**src/rtl/score_pkg.sv**
```systemverilog
// Shared score display definitions: round states, dash pattern and digit encoder.
package score_pkg;

  typedef enum logic [1:0] {
    ST_IDLE  = 2'd0,
    ST_PLAY  = 2'd1,
    ST_FINAL = 2'd2
  } state_t;

  localparam int unsigned SEG_W    = 7;
  localparam int unsigned BCD_W    = 4;
  localparam logic [6:0]  SEG_DASH = 7'b0111111;

  // Active-low seven-segment pattern, bit6=g .. bit0=a; out-of-range values show dash.
  function automatic logic [6:0] digit_seg(input logic [3:0] value);
    logic [6:0] seg;
    case (value)
      4'd0:    seg = 7'b1000000;
      4'd1:    seg = 7'b1111001;
      4'd2:    seg = 7'b0100100;
      4'd3:    seg = 7'b0110000;
      4'd4:    seg = 7'b0011001;
      4'd5:    seg = 7'b0010010;
      4'd6:    seg = 7'b0000010;
      4'd7:    seg = 7'b1111000;
      4'd8:    seg = 7'b0000000;
      4'd9:    seg = 7'b0010000;
      default: seg = SEG_DASH;
    endcase
    return seg;
  endfunction

endpackage

```
**src/rtl/hit_debouncer.sv**
```systemverilog
// Two-flop synchroniser, run-length debouncer and registered rising-edge pulse.
module hit_debouncer #(
  parameter int unsigned DEBOUNCE_CYCLES = 16
) (
  input  logic clk,
  input  logic reset_n,
  input  logic in_raw,
  output logic pulse
);

  localparam int unsigned CNT_W = 8;
  localparam logic [CNT_W-1:0] CNT_LAST = CNT_W'(DEBOUNCE_CYCLES - 1);

  logic             sync1;
  logic             sync2;
  logic             level;
  logic [CNT_W-1:0] cnt;

  always_ff @(posedge clk or negedge reset_n) begin
    if (!reset_n) begin
      sync1 <= 1'b0;
      sync2 <= 1'b0;
    end else begin
      sync1 <= in_raw;
      sync2 <= sync1;
    end
  end

  // Level flips after DEBOUNCE_CYCLES consecutive differing samples; pulse marks 0->1 flips.
  always_ff @(posedge clk or negedge reset_n) begin
    if (!reset_n) begin
      cnt   <= '0;
      level <= 1'b0;
      pulse <= 1'b0;
    end else begin
      pulse <= 1'b0;
      if (sync2 == level) begin
        cnt <= '0;
      end else if (cnt == CNT_LAST) begin
        cnt   <= '0;
        level <= ~level;
        pulse <= ~level;
      end else begin
        cnt <= cnt + CNT_W'(1);
      end
    end
  end

endmodule

```
**src/rtl/score_encoder.sv**
```systemverilog
// Round sequencer and saturating single-digit hit counter driving the score display.
module score_encoder
  import score_pkg::*;
#(
  parameter int unsigned DEBOUNCE_CYCLES = 16,
  parameter int unsigned MAX_SCORE       = 9
) (
  input  logic       clk,
  input  logic       reset_n,
  input  logic       start,
  input  logic       time_up,
  input  logic       hit_raw,
  output logic [6:0] score_seg,
  output logic [3:0] score_bcd,
  output logic       score_strobe,
  output logic       game_over
);

  localparam logic [BCD_W-1:0] MAX_BCD = BCD_W'(MAX_SCORE);
  localparam logic [SEG_W-1:0] SEG_ZERO = digit_seg(4'd0);

  logic             hit;
  state_t           state;
  state_t           state_nxt;
  logic [BCD_W-1:0] bcd_nxt;
  logic [SEG_W-1:0] seg_nxt;
  logic             strobe_nxt;
  logic             game_over_nxt;
  logic [BCD_W-1:0] bcd_inc;

  hit_debouncer #(
    .DEBOUNCE_CYCLES(DEBOUNCE_CYCLES)
  ) u_hit_debouncer (
    .clk    (clk),
    .reset_n(reset_n),
    .in_raw (hit_raw),
    .pulse  (hit)
  );

  assign bcd_inc = score_bcd + BCD_W'(1);

  // Next state and outputs; priority is start, then time_up, then hit.
  always_comb begin
    state_nxt  = state;
    bcd_nxt    = score_bcd;
    seg_nxt    = score_seg;
    strobe_nxt = 1'b0;
    if (start) begin
      state_nxt  = ST_PLAY;
      bcd_nxt    = '0;
      seg_nxt    = SEG_ZERO;
      strobe_nxt = (score_seg != SEG_ZERO);
    end else begin
      case (state)
        ST_PLAY: begin
          if (time_up) begin
            state_nxt = ST_FINAL;
          end else if (hit && (score_bcd < MAX_BCD)) begin
            bcd_nxt    = bcd_inc;
            seg_nxt    = digit_seg(bcd_inc);
            strobe_nxt = 1'b1;
          end
        end
        ST_FINAL: state_nxt = ST_FINAL;
        default:  state_nxt = ST_IDLE;
      endcase
    end
    game_over_nxt = (state_nxt == ST_FINAL);
  end

  always_ff @(posedge clk or negedge reset_n) begin
    if (!reset_n) begin
      state        <= ST_IDLE;
      score_bcd    <= '0;
      score_seg    <= SEG_DASH;
      score_strobe <= 1'b0;
      game_over    <= 1'b0;
    end else begin
      state        <= state_nxt;
      score_bcd    <= bcd_nxt;
      score_seg    <= seg_nxt;
      score_strobe <= strobe_nxt;
      game_over    <= game_over_nxt;
    end
  end

endmodule

```
**config.mk**
```make
export PLATFORM = sky130hd
export DESIGN_NAME = score_encoder
export DESIGN_NICKNAME = d
export VERILOG_FILES = /design/src/rtl/score_pkg.sv /design/src/rtl/hit_debouncer.sv /design/src/rtl/score_encoder.sv
export SDC_FILE = /design/constraint.sdc
export NUM_CORES = 1
export LEC_CHECK = 0
export CAP_MARGIN = 0
export CORE_MARGIN = 2
export CORE_UTILIZATION = 52
export CTS_BUF_LIST = sky130_fd_sc_hd__clkbuf_4
export DETAILED_ROUTE_END_ITERATION = 8
export HOLD_SLACK_MARGIN = 0.02
export PLACE_DENSITY_LB_ADDON = 0.25
export SLEW_MARGIN = 10
export SYNTH_ARGS = -nofsm -noshare
export SYNTH_HDL_FRONTEND = slang
export SYNTH_HIERARCHICAL = 1
export SYNTH_SLANG_ARGS = --single-unit
```
**constraint.sdc**
```tcl
create_clock -name clk -period 1.85 [get_ports clk]
set_clock_uncertainty 0.15 [all_clocks]
set_input_delay 0.37 -clock clk [delete_from_list [all_inputs] [get_ports clk]]
set_output_delay 0.37 -clock clk [all_outputs]
set_load 0.005 [all_outputs]
```
==> flow_summary_export.csv <==
group,metric,value,unit
outcome,run_status,"finished, violations left",
outcome,failed_checks,"setup timing",
cts,cts-root-to-sink-buffers,2,
global_routing,first_global_vias,1393,
cts,clkSlewWorstSetupHoldPaths,160,ps
sta,hold_viol_final,0,
logic_synthesis,synthCells,170,
setup_path,critPathSlowestCell,"dfrtp_2",
routing,drt_pre_antenna_iters,4,
floorplanning,rows,20,
routing,routed_wl,3930,um
routing,number_of_drc_markers_after_the_initial_detailed_route_iteration,62,
place,dpl.cell_count,236,
setup_path,path_cells,"inv_2 > ha_4 > nand2b_1 > o21ai_1 > a221oi_2 > nand2_1 > a21oi_2",
logic_synthesis,synth_cell_types,48,
sta,drv_slew,0,
hold_path,holdCritPathClass,"primary input to async pin",
sta,worst_slack,-33.1,ps
place,port-buffer-count,17,
sta,worst_hold_slack,219,ps
logic_synthesis,synth-main-ff-cell,"dfrtp_1",
finish,postLayoutCellArea,2150,um2
setup_path,crit_cells,7,
routing,drc_errors,0,
floorplanning,initial_core_util,0.537,
logic_synthesis,post_synth_edffs,0,
pwr,p_seq_frac,0.642,
sta,finalSetupViolCount,1,
pwr,power.switching_fraction,0.252,
floorplanning,floorplan.io_pins,18,
cts,cts_made_buffers,3,
finish,final-instance-count-excl-fill,250,
routing,route.layer.met1.wl,1590,um
setup_path,setup.worst_path.class,"register to register",
place,dp.final_hpwl,2770,um
setup_path,rrSetupSlack,-30,ps
place,setup_slack_at_placement,-11.3,ps
setup_path,startpoint,"score_bcd[0]",
cts,worst_skew_pair.late_latency,350,ps
finish,area_taken_by_multi_input_logic_gates,932,um2
logic_synthesis,avgSynthCellArea,9.49,um2
global_routing,grt_use_total,0.239,
pwr,power.total,0.957,mW
cts,clkSinkCount,27,
finish,n_fill_cell,223,
setup_path,regToRegEndpoint,"score_seg[1]",
sta,timing.final.crit_period,1880,ps
setup_path,rr_worst_depth,7,
place,globalplace.congestion,0.896,
floorplanning,die_height,59.7,um
sta,rsz0062_at_grt,"yes",
global_routing,grt_antenna_before_repair,0,
logic_synthesis,synth_seq_cells,27,
setup_path,crit_path_max_incr_delay,480,ps
setup_path,critPathRequiredTime,1990,ps
global_routing,grt_first_pass_wirelength,6340,um
pwr,cellInternalPower,0.716,mW
setup_path,setup.worst_path.end_class,"register",
routing,routed-wl-met2,2050,um
sta,clock.fmax,0.531,GHz
routing,met3_wirelength,168,um
pwr,leakage,0.931,nW
floorplanning,horizontal_die_dimension,59.7,um
setup_path,rr_startpoint,"score_bcd[0]",
pwr,power.net_switching,0.241,mW
logic_synthesis,synth_nets,184,
cts,cts_tree,"built",
sta,slew_headroom,0.568,
sta,tightestPinTransition,644,ps
sta,period_share,1.02,
floorplanning,core,3000,um2
global_routing,largest_net_degree_at_the_start_of_global_routing,28,
logic_synthesis,ys_seq_area_frac,0.424,
setup_path,cp_num_buf_inv,1,
floorplanning,fp.dieArea,3560,um2
routing,drtAntennaViolNets,0,
routing,route.top_layer_used,"met4",
logic_synthesis,synth_warnings,6,
logic_synthesis,ys_async_sr_fraction,1.00,
finish,synthToLayoutAreaGrowth,33.4,%
finish,num-nets-final,232,
routing,num_vias,1434,
place,dpl_cell_area,1960,um2
run,timing.max_cap.violations,0,
pwr,power.clock.fraction,0.291,
setup_path,cpLargestDelayFamily,"compound AO/OA/AOI/OAI gates",
logic_synthesis,cell_area_after_synthesis,1610,um2
setup_path,arrival_time_of_the_worst_setup_path,2020,ps
finish,layout-drive-gt1-share,0.318,
setup_path,critical_path.max_fanout,5,
routing,detail_route.vias_per_cell,5.74,
setup_path,crit_path_end,"score_seg[1]",
finish,layout.area.seq,688,um2
cts,htree_num_levels,1,
sta,tns,-33.1,ps
finish,antenna_cells,0,
pwr,peakVddDrop,0.309,mV
pwr,pwr-share-comb,0.067,
pwr,total_power_density_per_cell_area,445,nW/um2
finish,final_core_utilization,0.716,
setup_path,setup.worst_path.start_class,"register",
cts,clockRootBuffer,"clkbuf_4",
routing,post_drt_wl_per_cell,15.7,um
global_routing,grt_remaining_overflow,0,
## cell families (layout without fill, tap and decap cells)
kind of cell | Yosys count | in the layout | synth area share
AND/OR/NAND/NOR | 61 | 61 | 0.200
multiplexers | 2 | 2 | 0.0155
buffers and inverters | 16 | 63 | 0.0535
adder cells (fa/ha/maj) | 9 | 9 | 0.0698
AO/OA/AOI/OAI | 46 | 46 | 0.184
flip-flops | 27 | 27 | 0.424
XOR/XNOR | 9 | 9 | 0.0535
## layer usage
metal,vias up,global-route usage
met3,16,0.0325
met5,-,0
met2,52,0.424
met4,0,0.117
met1,670,0.280
li1,696,-
## state kept, by name (all words and copies together), names as in the netlist
register,cells
u_hit_debouncer/sync1,1
state,2
u_hit_debouncer/pulse,1
score_bcd,4
u_hit_debouncer/cnt,8
score_seg,7
u_hit_debouncer/level,1
game_over,1
u_hit_debouncer/sync2,1
score_strobe,1
## cell usage after synthesis, drive strengths merged (3+ instances only)
cell	count	area, um2
nand3	9	45.0
nand2	17	63.8
nand2b	3	21.3
or3	4	25.0
dfstp	6	158
nor2	14	52.6
buf	7	52.6
dfrtp	21	526
o21ai	11	55.1
inv	8	30.0
ha	9	113
a21oi	16	83.8
xnor2	8	70.1
## timing repair
item                       CTS  global route
pin swaps                    2            10
setup endpoints to repair   14            10
buffers inserted            10             2
gates resized for setup     15            19
cloned                       0             0
hold buffers                 0             0
## layout by cell type (no fill, tap or decap), types with 3 or more instances in the layout
master and n:
buf_4 31, dfrtp_1 17, nand2_1 16, nor2_1 14, a21oi_1 14, nand3_1 9, clkdlybuf4s50_1 9, xnor2_1 8
dlygate4sd2_1 8, o21ai_1 6, dfstp_2 6, inv_1 5, o21ai_0 5, ha_1 5, dfrtp_2 4, or3_1 4
ha_4 3, clkbuf_4 3, buf_6 3
## layout make-up
class                   count  share of cell area
multi-input cells         127               0.433
flip-flops and latches     27               0.320
repair buffers             51               0.198
well taps                  33              0.0192
inverters                   8              0.0151
clock buffers               3              0.0105
clock inverters             1             0.00349
## worst min-delay path by stage
stage	from	depth (start not counted)	end	slack, ps
floorplan	reset_n	0	game_over	-80
global placement	u_hit_debouncer/sync1	0	u_hit_debouncer/sync2	180
detailed placement	u_hit_debouncer/sync1	0	u_hit_debouncer/sync2	190
CTS	u_hit_debouncer/sync1	0	u_hit_debouncer/sync2	220
global route	u_hit_debouncer/sync1	0	u_hit_debouncer/sync2	230
finish	reset_n	2	score_seg[6]	220
## power by group through the flow
| stage | sequential [mW] | clock (mW) | combinational [mW] |
|---|---|---|---|
| CTS | 0.614 | 0.286 | 0.0651 |
| global route | 0.616 | 0.302 | 0.0732 |
| finish | 0.615 | 0.279 | 0.0639 |
| floorplan | 0.622 | 0 | 0.0272 |
| global placement | 0.623 | 0 | 0.0612 |
| detailed placement | 0.625 | 0 | 0.0646 |
(Power assumes the default switching activity.)
